[src/rtl/popcount_binarize_pack.sv]
// popcount_binarize_pack
//   Output end of the XNOR-popcount datapath. Sums CHUNKS chunk popcounts into
//   one neuron sum, binarizes it against a per-neuron threshold (sum >= thr),
//   and packs successive neuron bits LSB-first into PACK_W-bit words for the
//   next layer. A flush request emits a partially filled word after the
//   current neuron completes.
//
// Ports
//   clk        clock, all state updates on posedge
//   rst        synchronous active-high reset
//   in_valid   in_cnt/thr valid
//   in_ready   block accepts a beat this cycle (~out_valid | out_ready)
//   in_cnt     chunk popcount, unsigned, CNT_W bits
//   thr        neuron threshold, unsigned, ACC_W bits, taken on first beat
//   flush      single-cycle request to emit the partial word
//   out_valid  out_data/out_nbits valid
//   out_ready  downstream accepts the word
//   out_data   packed neuron bits, bit k = k-th neuron, unused MSBs zero
//   out_nbits  number of valid bits in out_data
module popcount_binarize_pack #(
    parameter  int CNT_W  = 9,
    parameter  int CHUNKS = 4,
    parameter  int PACK_W = 256,
    localparam int ACC_W  = CNT_W + $clog2(CHUNKS),
    localparam int NB_W   = $clog2(PACK_W + 1)
) (
    input  logic              clk,
    input  logic              rst,
    input  logic              in_valid,
    output logic              in_ready,
    input  logic [CNT_W-1:0]  in_cnt,
    input  logic [ACC_W-1:0]  thr,
    input  logic              flush,
    output logic              out_valid,
    input  logic              out_ready,
    output logic [PACK_W-1:0] out_data,
    output logic [NB_W-1:0]   out_nbits
);

    localparam int CI_W = (CHUNKS > 1) ? $clog2(CHUNKS) : 1;
    localparam int BI_W = $clog2(PACK_W);
    localparam logic [CI_W-1:0] LAST_CHUNK = CI_W'(CHUNKS - 1);
    localparam logic [BI_W-1:0] LAST_BIT   = BI_W'(PACK_W - 1);

    logic [ACC_W-1:0]  acc;
    logic [ACC_W-1:0]  thr_q;
    logic [CI_W-1:0]   chunk_idx;
    logic [BI_W-1:0]   bit_idx;
    logic [PACK_W-1:0] shift;
    logic              flush_pend;

    logic              beat_hs;
    logic              first_beat;
    logic              last_beat;
    logic              neuron_done;
    logic              word_full;
    logic [ACC_W-1:0]  sum;
    logic [ACC_W-1:0]  cmp_thr;
    logic              neuron_bit;
    logic              flush_idle;
    logic              flush_emit;
    logic              flush_drop;
    logic [PACK_W-1:0] shift_ins;

    // Unsigned threshold decision for one neuron.
    function automatic logic binarize(input logic [ACC_W-1:0] s,
                                      input logic [ACC_W-1:0] t);
        return (s >= t);
    endfunction

    // Stage 0: accumulate and binarize (combinational view of the current beat)
    assign in_ready    = ~out_valid | out_ready;
    assign beat_hs     = in_valid & in_ready;
    assign first_beat  = (chunk_idx == '0);
    assign last_beat   = (chunk_idx == LAST_CHUNK);
    assign neuron_done = beat_hs & last_beat;
    assign word_full   = neuron_done & (bit_idx == LAST_BIT);

    // On the first beat the old acc is ignored, so a one-beat neuron
    // (CHUNKS==1) compares in_cnt against the live thr input.
    assign sum        = (first_beat ? '0 : acc) + ACC_W'(in_cnt);
    assign cmp_thr    = first_beat ? thr : thr_q;
    assign neuron_bit = binarize(sum, cmp_thr);

    // A pending flush acts only between neurons and never in the same cycle
    // as a completing beat, so it cannot race the shift register update.
    assign flush_idle = flush_pend & first_beat & ~neuron_done;
    assign flush_emit = flush_idle & (bit_idx != '0) & in_ready;
    assign flush_drop = flush_idle & (bit_idx == '0);

    always_comb begin
        shift_ins          = shift;
        shift_ins[bit_idx] = neuron_bit;
    end

    // Threshold is data only; it is always rewritten on a neuron's first beat.
    always_ff @(posedge clk) begin
        if (beat_hs && first_beat) begin
            thr_q <= thr;
        end
    end

    // Stage 1: accumulator, packer and output word register
    always_ff @(posedge clk) begin
        if (rst) begin
            acc        <= '0;
            chunk_idx  <= '0;
            bit_idx    <= '0;
            shift      <= '0;
            flush_pend <= 1'b0;
            out_valid  <= 1'b0;
            out_data   <= '0;
            out_nbits  <= '0;
        end else begin
            if (beat_hs) begin
                acc       <= sum;
                chunk_idx <= last_beat ? '0 : chunk_idx + 1'b1;
            end

            if (neuron_done) begin
                if (word_full) begin
                    shift   <= '0;
                    bit_idx <= '0;
                end else begin
                    shift   <= shift_ins;
                    bit_idx <= bit_idx + 1'b1;
                end
            end else if (flush_emit) begin
                shift   <= '0;
                bit_idx <= '0;
            end

            // A load always wins over a drain: in_ready guarantees the slot
            // is empty or being consumed whenever a new word is produced.
            if (word_full) begin
                out_valid <= 1'b1;
                out_data  <= shift_ins;
                out_nbits <= NB_W'(PACK_W);
            end else if (flush_emit) begin
                out_valid <= 1'b1;
                out_data  <= shift;
                out_nbits <= NB_W'(bit_idx);
            end else if (out_ready) begin
                out_valid <= 1'b0;
            end

            flush_pend <= (flush_pend & ~(flush_emit | flush_drop)) | flush;
        end
    end

endmodule

[config.mk]
export PLATFORM = sky130hd
export DESIGN_NAME = popcount_binarize_pack
export DESIGN_NICKNAME = d
export VERILOG_FILES = /design/src/rtl/popcount_binarize_pack.sv
export SDC_FILE = /design/constraint.sdc
export NUM_CORES = 2
export LEC_CHECK = 0
export CELL_PAD_IN_SITES_DETAIL_PLACEMENT = 1
export CELL_PAD_IN_SITES_GLOBAL_PLACEMENT = 2
export CORE_MARGIN = 5
export CORE_UTILIZATION = 33
export DETAILED_ROUTE_END_ITERATION = 6
export HOLD_SLACK_MARGIN = 0.1
export PLACE_DENSITY = 0.79
export SYNTH_ARGS = -nofsm -noshare
export SYNTH_HDL_FRONTEND = slang
export SYNTH_SLANG_ARGS = --single-unit
export TNS_END_PERCENT = 5
[constraint.sdc]
create_clock -name clk -period 5.1 [get_ports clk]
set_input_delay 1.02 -clock clk [delete_from_list [all_inputs] [get_ports clk]]
set_output_delay 1.02 -clock clk [all_outputs]
set_load 0.02 [all_outputs]
-- Word-level counts from Yosys, hierarchy flattened
Cells that the tools add are included.
- add/sub/neg operators: 3
- multipliers: 0
- div/mod/pow operators: 0
- magnitude comparators: 3
- eq/ne operators: 2
- shift-type cells: 0
- muxes and demuxes: 19
- bitwise gates (word level): 15
- reduce and logical (&&, ||, !) cells: 9
- operators by type and width (kind ; count):
    $mux W256 ; 5
    $bwmux W256 ; 1
    $mux W8 ; 3
    $mux W11 ; 2
    $mux W9 ; 2
    $add A11 B9 Y11 ; 1
    $ge A11 B11 Y1 ; 1
    $and A1 B1 Y1 ; 9
    $lt A8 B9 Y1 const B ; 1
    $add A8 B1 Y8 const B ; 1
    $demux W1 S8 ; 1
    $eq A8 B8 Y1 const B ; 1
    $ge A8 B1 Y1 const B ; 1
    $logic_not A8 Y1 ; 1
    $reduce_bool A8 Y1 ; 1
    $mux W1 ; 4
    $reduce_bool A2 Y1 ; 2
    $not A1 Y1 ; 3
    $or A1 B1 Y1 ; 3
    $reduce_bool A3 Y1 ; 1
    $add A2 B1 Y2 const B ; 1
    $eq A2 B2 Y1 const B ; 1
    $logic_and A1 B1 Y1 ; 2
    $logic_not A2 Y1 ; 1
    other kinds (2) ; 2
- register bits: 555
- latch bits: 0
- memory bits (writable): 0
- ROM bits: 0
- input bits: 25
- output and inout bits: 267
- word-level logic and storage cells: 61
- memories kept: 0

-- Longest topological paths before layout
- depth in word-level cells: 12
- depth in mapped cells: 20
- mapped depth without buffers: 17

-- Worst setup path after synthesis
OpenSTA, ideal clock, no wires.
- kind: input -> register
- start: input port in_cnt[0]
- end: register shift[117]
- setup time: 117 ps
- data arrival time: 4018 ps
- required time: 4983 ps
- setup slack: 965 ps
- stages: 16
- buffers on the path: 2
- cells stage by stage: ha_1 inv_1 fa_1 nor2b_1 o2111ai_1 and4b_1 or3_1 nand2_1 ha_1 a21oi_1 o21a_1 nor2_2 buf_6 a22o_2 buf_4 a32o_1
- longest elaborated chain between the ends: 5
- ends and longest elaborated chain (element ; line ; RTL):
    from (decl) ; 31 ; input logic [CNT_W-1:0] in_cnt,
    $add A11 B9 Y11 ; 81 ; assign sum = (first_beat ? '0 : acc) + ACC_W'(in_cnt);
    net sum[10] ; 57 ; logic [ACC_W-1:0] sum;
    $ge A11 B11 Y1 ; 68 ; return (s >= t);
    $bwmux W256 ; 93 ; shift_ins[bit_idx] = neuron_bit;
    $mux W256 ; 121 ; if (word_full) begin
    $mux W256 ; 120 ; if (neuron_done) begin
    to (signal assigned) ; 125 ; shift <= shift_ins;
    to (decl) ; 49 ; logic [PACK_W-1:0] shift;
The timed path passes the listed nets, and every way through them passes these cells.
A chain may end at the register's enable or synchronous reset.

-- Worst setup path in the final report
- start: input port in_cnt[0]
- end: register shift[71]
Same word-level chain as after synthesis.

==> results.yml <==
setup_path:
  path_max_fanout: 16
  cp.arrival_ps: 5060
  rrSetupSlack_ps: 610
  worstSetupPathType: "in -> reg"
  cp_data_required_time_ps: 5650
  endpoint: "shift[71]"
  reg2regPathDepth: 19
  rr_endpoint: "shift[71]"
  crit_start: "in_cnt[0]"
  crit_path_end_kind: "flip-flop"
  cp-start-kind: "input port"
  reg2reg_from: "chunk_idx[0]"
timing:
  max_slew_margin_pct: 9.16
  setup_viol: 0
  rsz0062_at_grt: "false"
  slew_viol_final: 0
  fin_crit_sh_pct: 88.4
  finClkSkew_ps: 49.6
  finalHoldViolCount: 0
  period_needed_ps: 4510
  fmax_mhz: 222
  worst_pin_slew_ps: 1360
layout:
  insertedDiodeCount: 0
  seqCellArea_mm2: 0.0112
  drive_gt1_share_pct: 7.65
  fill_cells: 7625
  postLayoutCellArea_mm2: 0.0278
  area_growth_pct: 25.4
  multi_input_area_mm2: 0.00980
  fin_nets: 2776
  final_common_cell: "dfxtp_1"
  stdcell_count: 3644
  layout_common_cells: "dfxtp_1, nand2_1, a21oi_1"
logic_synthesis:
  ys_async_sr_fraction_pct: 0
  synth-warning-count: 0
  netlist_area_mm2: 0.0222
  postSynthCellCount: 2562
  synth_fp_nets: 2614
  ys.flop_type: "dfxtp_1"
  synth-seq-cells: 555
  avgSynthCellArea_um2: 8.66
  synth_seq_area_share_pct: 50.5
  synth-edff-count: 11
  synth_cell_types: 72
clock_tree:
  postCtsHoldBufs: 0
  cts_max_level: 2
  cts_root_buffer: "clkbuf_16"
  cts_tree: "yes"
  clk_pin_slew_worst_paths_ps: 60
  clock_path_buffers: 3
  cts_made_buffers: 60
  cts_num_sinks: 555
  clock_latency_ps: 660
  post_cts.repair.setup_buffers: 0
  ctsResizeCount: 0
outcome:
  status: "complete, no violations"
pwr:
  p_leak_nw: 9.53
  pwr_density_cell_mw_per_mm2: 336
  swShare_pct: 23.1
  p_sw_mw: 2.16
  vdd.ir_drop.worst_uv: 247
  p_clk_share_pct: 49.3
  p_int_mw: 7.20
  power_frac_comb_pct: 4.0
  seqPwrFrac_pct: 46.7
grt:
  grt_overflow: 0
  grt_start_max_net_pins: 166
  grt_pass1_vias: 21200
  grt_pass1_wl_mm: 136
  grt_antenna_before_repair: 0
  track_usage_pct: 23.7
die:
  die_h_um: 269
  die_w_um: 269
  num_io_pins: 292
  start_util_pct: 33.2
  row_count: 95
  design.core.area_mm2: 0.0669
  die_area_mm2: 0.0726
route:
  drtPass1Iterations: 5
  drtIter0Drc: 1686
  viasPerCell: 5.75
  routed_wl_mm: 90.4
  routedWlPerCell_um: 24.8
  post-route-drc-count: 0
  ant_nets: 0
  via_count: 21000
placed_design:
  dpl.hpwl_mm: 57.9
  io_buffer_count: 291
  dp.cells: 3535
  globalplace.congestion: 0.832
  placed_cell_area_mm2: 0.0257
run:
  max_cap_violations: 0
hold_path:
  min_path_type: "reg -> reg"
==> routing by layer <==
metal | track usage [%] | share of wire, % | wire length, um | vias to the layer above
li1 | - | - | - | 9565
met1 | 32.2 | 44 | 40000 | 10600
met2 | 39.1 | 47 | 42500 | 682
met3 | 3.76 | 6.0 | 5420 | 142
met4 | 6.83 | 2.8 | 2510 | 0
met5 | 0 | 0 | 0 | -
==> Yosys cell counts, drive strengths merged (6+ instances only) <==
library cell	instances	area share, %
ha	26	1.5
a21oi	425	9.6
nor2	30	0.57
clkbuf	139	2.4
edfxtp	11	1.5
and2	16	0.45
buf	123	2.9
o211ai	74	2.5
o22ai	150	4.2
a32o	31	1.4
nand2	448	7.6
mux2i	14	0.63
nor3	12	0.38
nand4	8	0.23
o41ai	16	0.63
dfxtp	544	49
nor4	6	0.26
a2bb2oi	8	0.54
o21ai	249	5.6
and3	11	0.31
nor2b	14	0.39
a22o	89	3.5
nand2b	7	0.20
inv	18	0.30
nand3	24	0.54
==> registers in the layout (all words and copies together), names as in the netlist <==
signal,flops
out_nbits,9
out_valid,1
out_data,256
bit_idx,8
flush_pend,1
shift,256
chunk_idx,2
thr_q,11
acc,11
==> cell families (layout without fill, tap and decap cells) <==
logic type               after synthesis  count (layout)  synth area share, %
AND/OR/NAND/NOR                      593             593                 11.5
flip-flops                           555             555                 50.5
adder cells (fa/ha/maj)               27              27                 1.56
XOR/XNOR                               7               7                0.276
AO/OA/AOI/OAI                       1085            1085                 29.9
buffers and inverters                280             489                 5.59
multiplexers                          15              15                0.682
==> final cells by class <==
class	count	area share, %
well taps	873	3.93
inverters	18	0.252
flip-flops and latches	555	40.3
clock buffers	86	6.47
repair buffers	362	12.7
multi-input cells	1727	35.2
clock inverters	23	1.09
==> power groups by stage <==
stage          sequential, mW  clock, mW  combinational [mW]
2_1_floorplan            4.46          0               0.242
3_3_place_gp             4.46          0               0.362
3_5_place_dp             4.47          0               0.372
4_1_cts                  4.37       4.70               0.374
5_1_grt                  4.37       4.88               0.404
6_report                 4.37       4.62               0.374
==> stage by stage <==
stage	total power, mW	TNS [ps]	worst slack (ps)	hold WS, ps	utilization (%)
finish	9.36	0	590	449	41.6
global route	9.65	0	284	472	41.6
CTS	9.44	0	648	453	41.6
detailed placement	4.84	-577	-41.5	444	38.4
global placement	4.83	0	80.7	439	38.4
floorplan	4.71	0	965	432	-
==> worst max-delay path, stage by stage <==
cell and delay [ps]:
clkdlybuf4s50_1 460, ha_1 170, inv_1 60, fa_1 390, nor2b_1 200, o2111ai_1 210
and4b_1 260, o21ai_0 220, nand2_1 90, ha_1 320, nand2_1 90, o21a_1 210
nor2_2 500, buf_4 350, a2bb2oi_2 80, buf_4 240, o22ai_1 180
==> worst min path at each step <==
| stage | slack (ps) | start | endpoint | cells after the start |
|---|---|---|---|---|
| after floorplan | 430 | acc[0] | acc[0] | 2 |
| after global placement | 440 | acc[5] | acc[5] | 2 |
| after detailed placement | 440 | shift[159] | out_data[159] | 2 |
| after CTS | 450 | out_data[173] | out_data[173] | 2 |
| after global routing | 470 | out_data[27] | out_data[27] | 2 |
| final | 450 | out_data[173] | out_data[173] | 2 |
Note: power is estimated with default switching activity, not from simulation.
==> RTL change: new RTL, config.mk and constraints unchanged <==
`CHUNKS`: 4 -> 2.
--- a/src/rtl/popcount_binarize_pack.sv
+++ b/src/rtl/popcount_binarize_pack.sv
@@ -21,3 +21,3 @@
     parameter  int CNT_W  = 9,
-    parameter  int CHUNKS = 4,
+    parameter  int CHUNKS = 2,
     parameter  int PACK_W = 256,
Ports: changed (resized thr); port bits go from 292 to 291. The function was not compared with the original's and may differ.
==> RTL change against the original RTL <==
- utilization is 0.88 points lower
- area after synthesis is 9.4% higher
- routed wire length is 9.0% higher
- design area is 6.7% higher
- hold slack worse by 0.010 ns
- setup slack better by 0.24 ns
- critical path depth is 1 lower
- sequential cell count is 3 lower
- global-route usage is 0.050 points higher
- via count is 10% higher
- first-iteration DRC count is 2.7% higher
Power is not compared: it rests on default switching activity, and its combinational part moved more than twofold at a synthesized area within 25%.
==> RTL change: results (changes against the original RTL) <==
| Metric | Value |
|---|---|
| Run status | complete, no violations |
| Crit Path Max Fanout | 54 (+38) |
| Cell variety after synth | 60 (-17%) |
| Relative slew slack | 14.07% (+4.9 points) |
| Clk_lat worst skew | 0.62 ns (-0.04 ns) |
| Final nets | 3150 (+13%) |
| Fill count | 8454 (+11%) |
| Layout Cells excl Fill | 4108 (+13%) |
| First-pass GRT wire length | 147100 µm (+7.9%) |
| Syn Nets | 3069 (+17%) |
| Final WL | 98500 µm (+9.0%) |
| Placed cells | 3993 (+13%) |
| Critical path data arrival time | 4.72 ns (-0.34 ns) |
| Delay-heaviest family, CP | compound AO/OA/AOI/OAI gates |
| Buffers on Ports | 290 (-0.34%) |
| Slowest CP cell | o41ai_1 |
| Layout cells sized above 1 | 6.576% (-1.1 points) |
| DP HPWL | 60710 µm (+4.8%) |
| Initial antenna violation count | 2 (+2) |
| Via-to-Cell Ratio | 5.632 (-2.1%) |
| CTS buffer count | 66 (+10%) |
| CP max stage delay | 0.46 ns (-0.04 ns) |
| Top cells by area, synth | dfxtp_1, a21oi_1, nand2_1, o41ai_1, nor2b_1 |
| Placer Congestion | 0.8486 (+1.9%) |
| Register area share after synthesis | 45.90% (-4.6 points) |
| Vias in the first global route | 23.29k (+10%) |
| Fin Clk Skew | 0.03628 ns (-0.01335 ns) |
| Largest net degree at the start of global routing | 207 (+25%) |
RTL change: power groups by stage:
stage,Clock (mW),Sequential (mW),Combinational (mW)
floorplan,0,4.44,0.534
global placement,0,4.44,0.758
detailed placement,0,4.45,0.784
CTS,4.68,4.35,0.787
global route,4.85,4.35,0.852
finish,4.58,4.35,0.796
RTL change: routing by layer:
layer  wire [µm]  vias up  global-route usage [%]
met5          13        -                       0
met1       43430    11560                   31.96
li1            -    10760                       -
met4        3375        2                   8.633
met2       46010      666                   38.48
met3        5670      159                   3.996
RTL change: cells by family (layout without fill, tap and decap cells):
kind of cell | after synthesis | count (layout) | share of synthesized area [%]
AOI/OAI and AO/OA | 1093 | 1093 | 26.61
and+or+nand+nor | 990 | 990 | 19.19
DFF | 552 | 552 | 45.90
buffers and inverters | 341 | 468 | 6.191
adders and majority gates | 24 | 24 | 1.267
muxes | 14 | 14 | 0.5872
xor gates and xnor gates | 7 | 7 | 0.2524
other | 0 | 1 | 0
RTL change: area by class of cell:
class / count / area share (%)
Inverter: 13 / 0.1643
Antenna cell: 1 / 0.008428
Tap cell: 959 / 4.041
Clock buffer: 92 / 6.439
Clock inverter: 22 / 0.5310
Multi-Input combinational cell: 2128 / 39.59
Timing Repair Buffer: 341 / 11.67
Sequential cell: 552 / 37.55
RTL change: path summary, 6_finish.rpt:
path	start	end	slack [ns]	cells past startpoint
max	in_cnt[0]	shift[93]$_SDFFE_PP0P_	0.83	16
max reg2reg	chunk_idx$_SDFFE_PP0P_	shift[93]$_SDFFE_PP0P_	0.83	16
min reg2reg	shift[242]$_SDFFE_PP0P_	out_data[242]$_SDFFE_PP0P_	0.44	2
min	shift[242]$_SDFFE_PP0P_	out_data[242]$_SDFFE_PP0P_	0.44	2
RTL change: worst reg2reg max path, cell delays in order (launching register included):
cell and delay (ns):
dfxtp_1 0.71, and2_1 0.23, ha_1 0.19, inv_1 0.07, fa_1 0.41, nor2b_1 0.17, o31a_1 0.22, o21a_1 0.18
o31ai_1 0.12, xnor2_1 0.14, ha_1 0.30, nand3_1 0.07, a21oi_1 0.25, a2111oi_4 0.13, buf_12 0.22, buf_12 0.22
o41ai_1 0.50
RTL change: stage by stage:
| stage | total power, mW | util, % | worst slack, ns |
|---|---|---|---|
| after global placement | 5.203 | 37.86 | 0.3301 |
| after CTS | 9.813 | 40.69 | 0.7855 |
| final | 9.729 | 40.70 | 0.8296 |
| after floorplan | 4.973 | - | 1.180 |
| after detailed placement | 5.230 | 37.86 | 0.2691 |
| after global routing | 10.05 | 40.69 | 0.4919 |
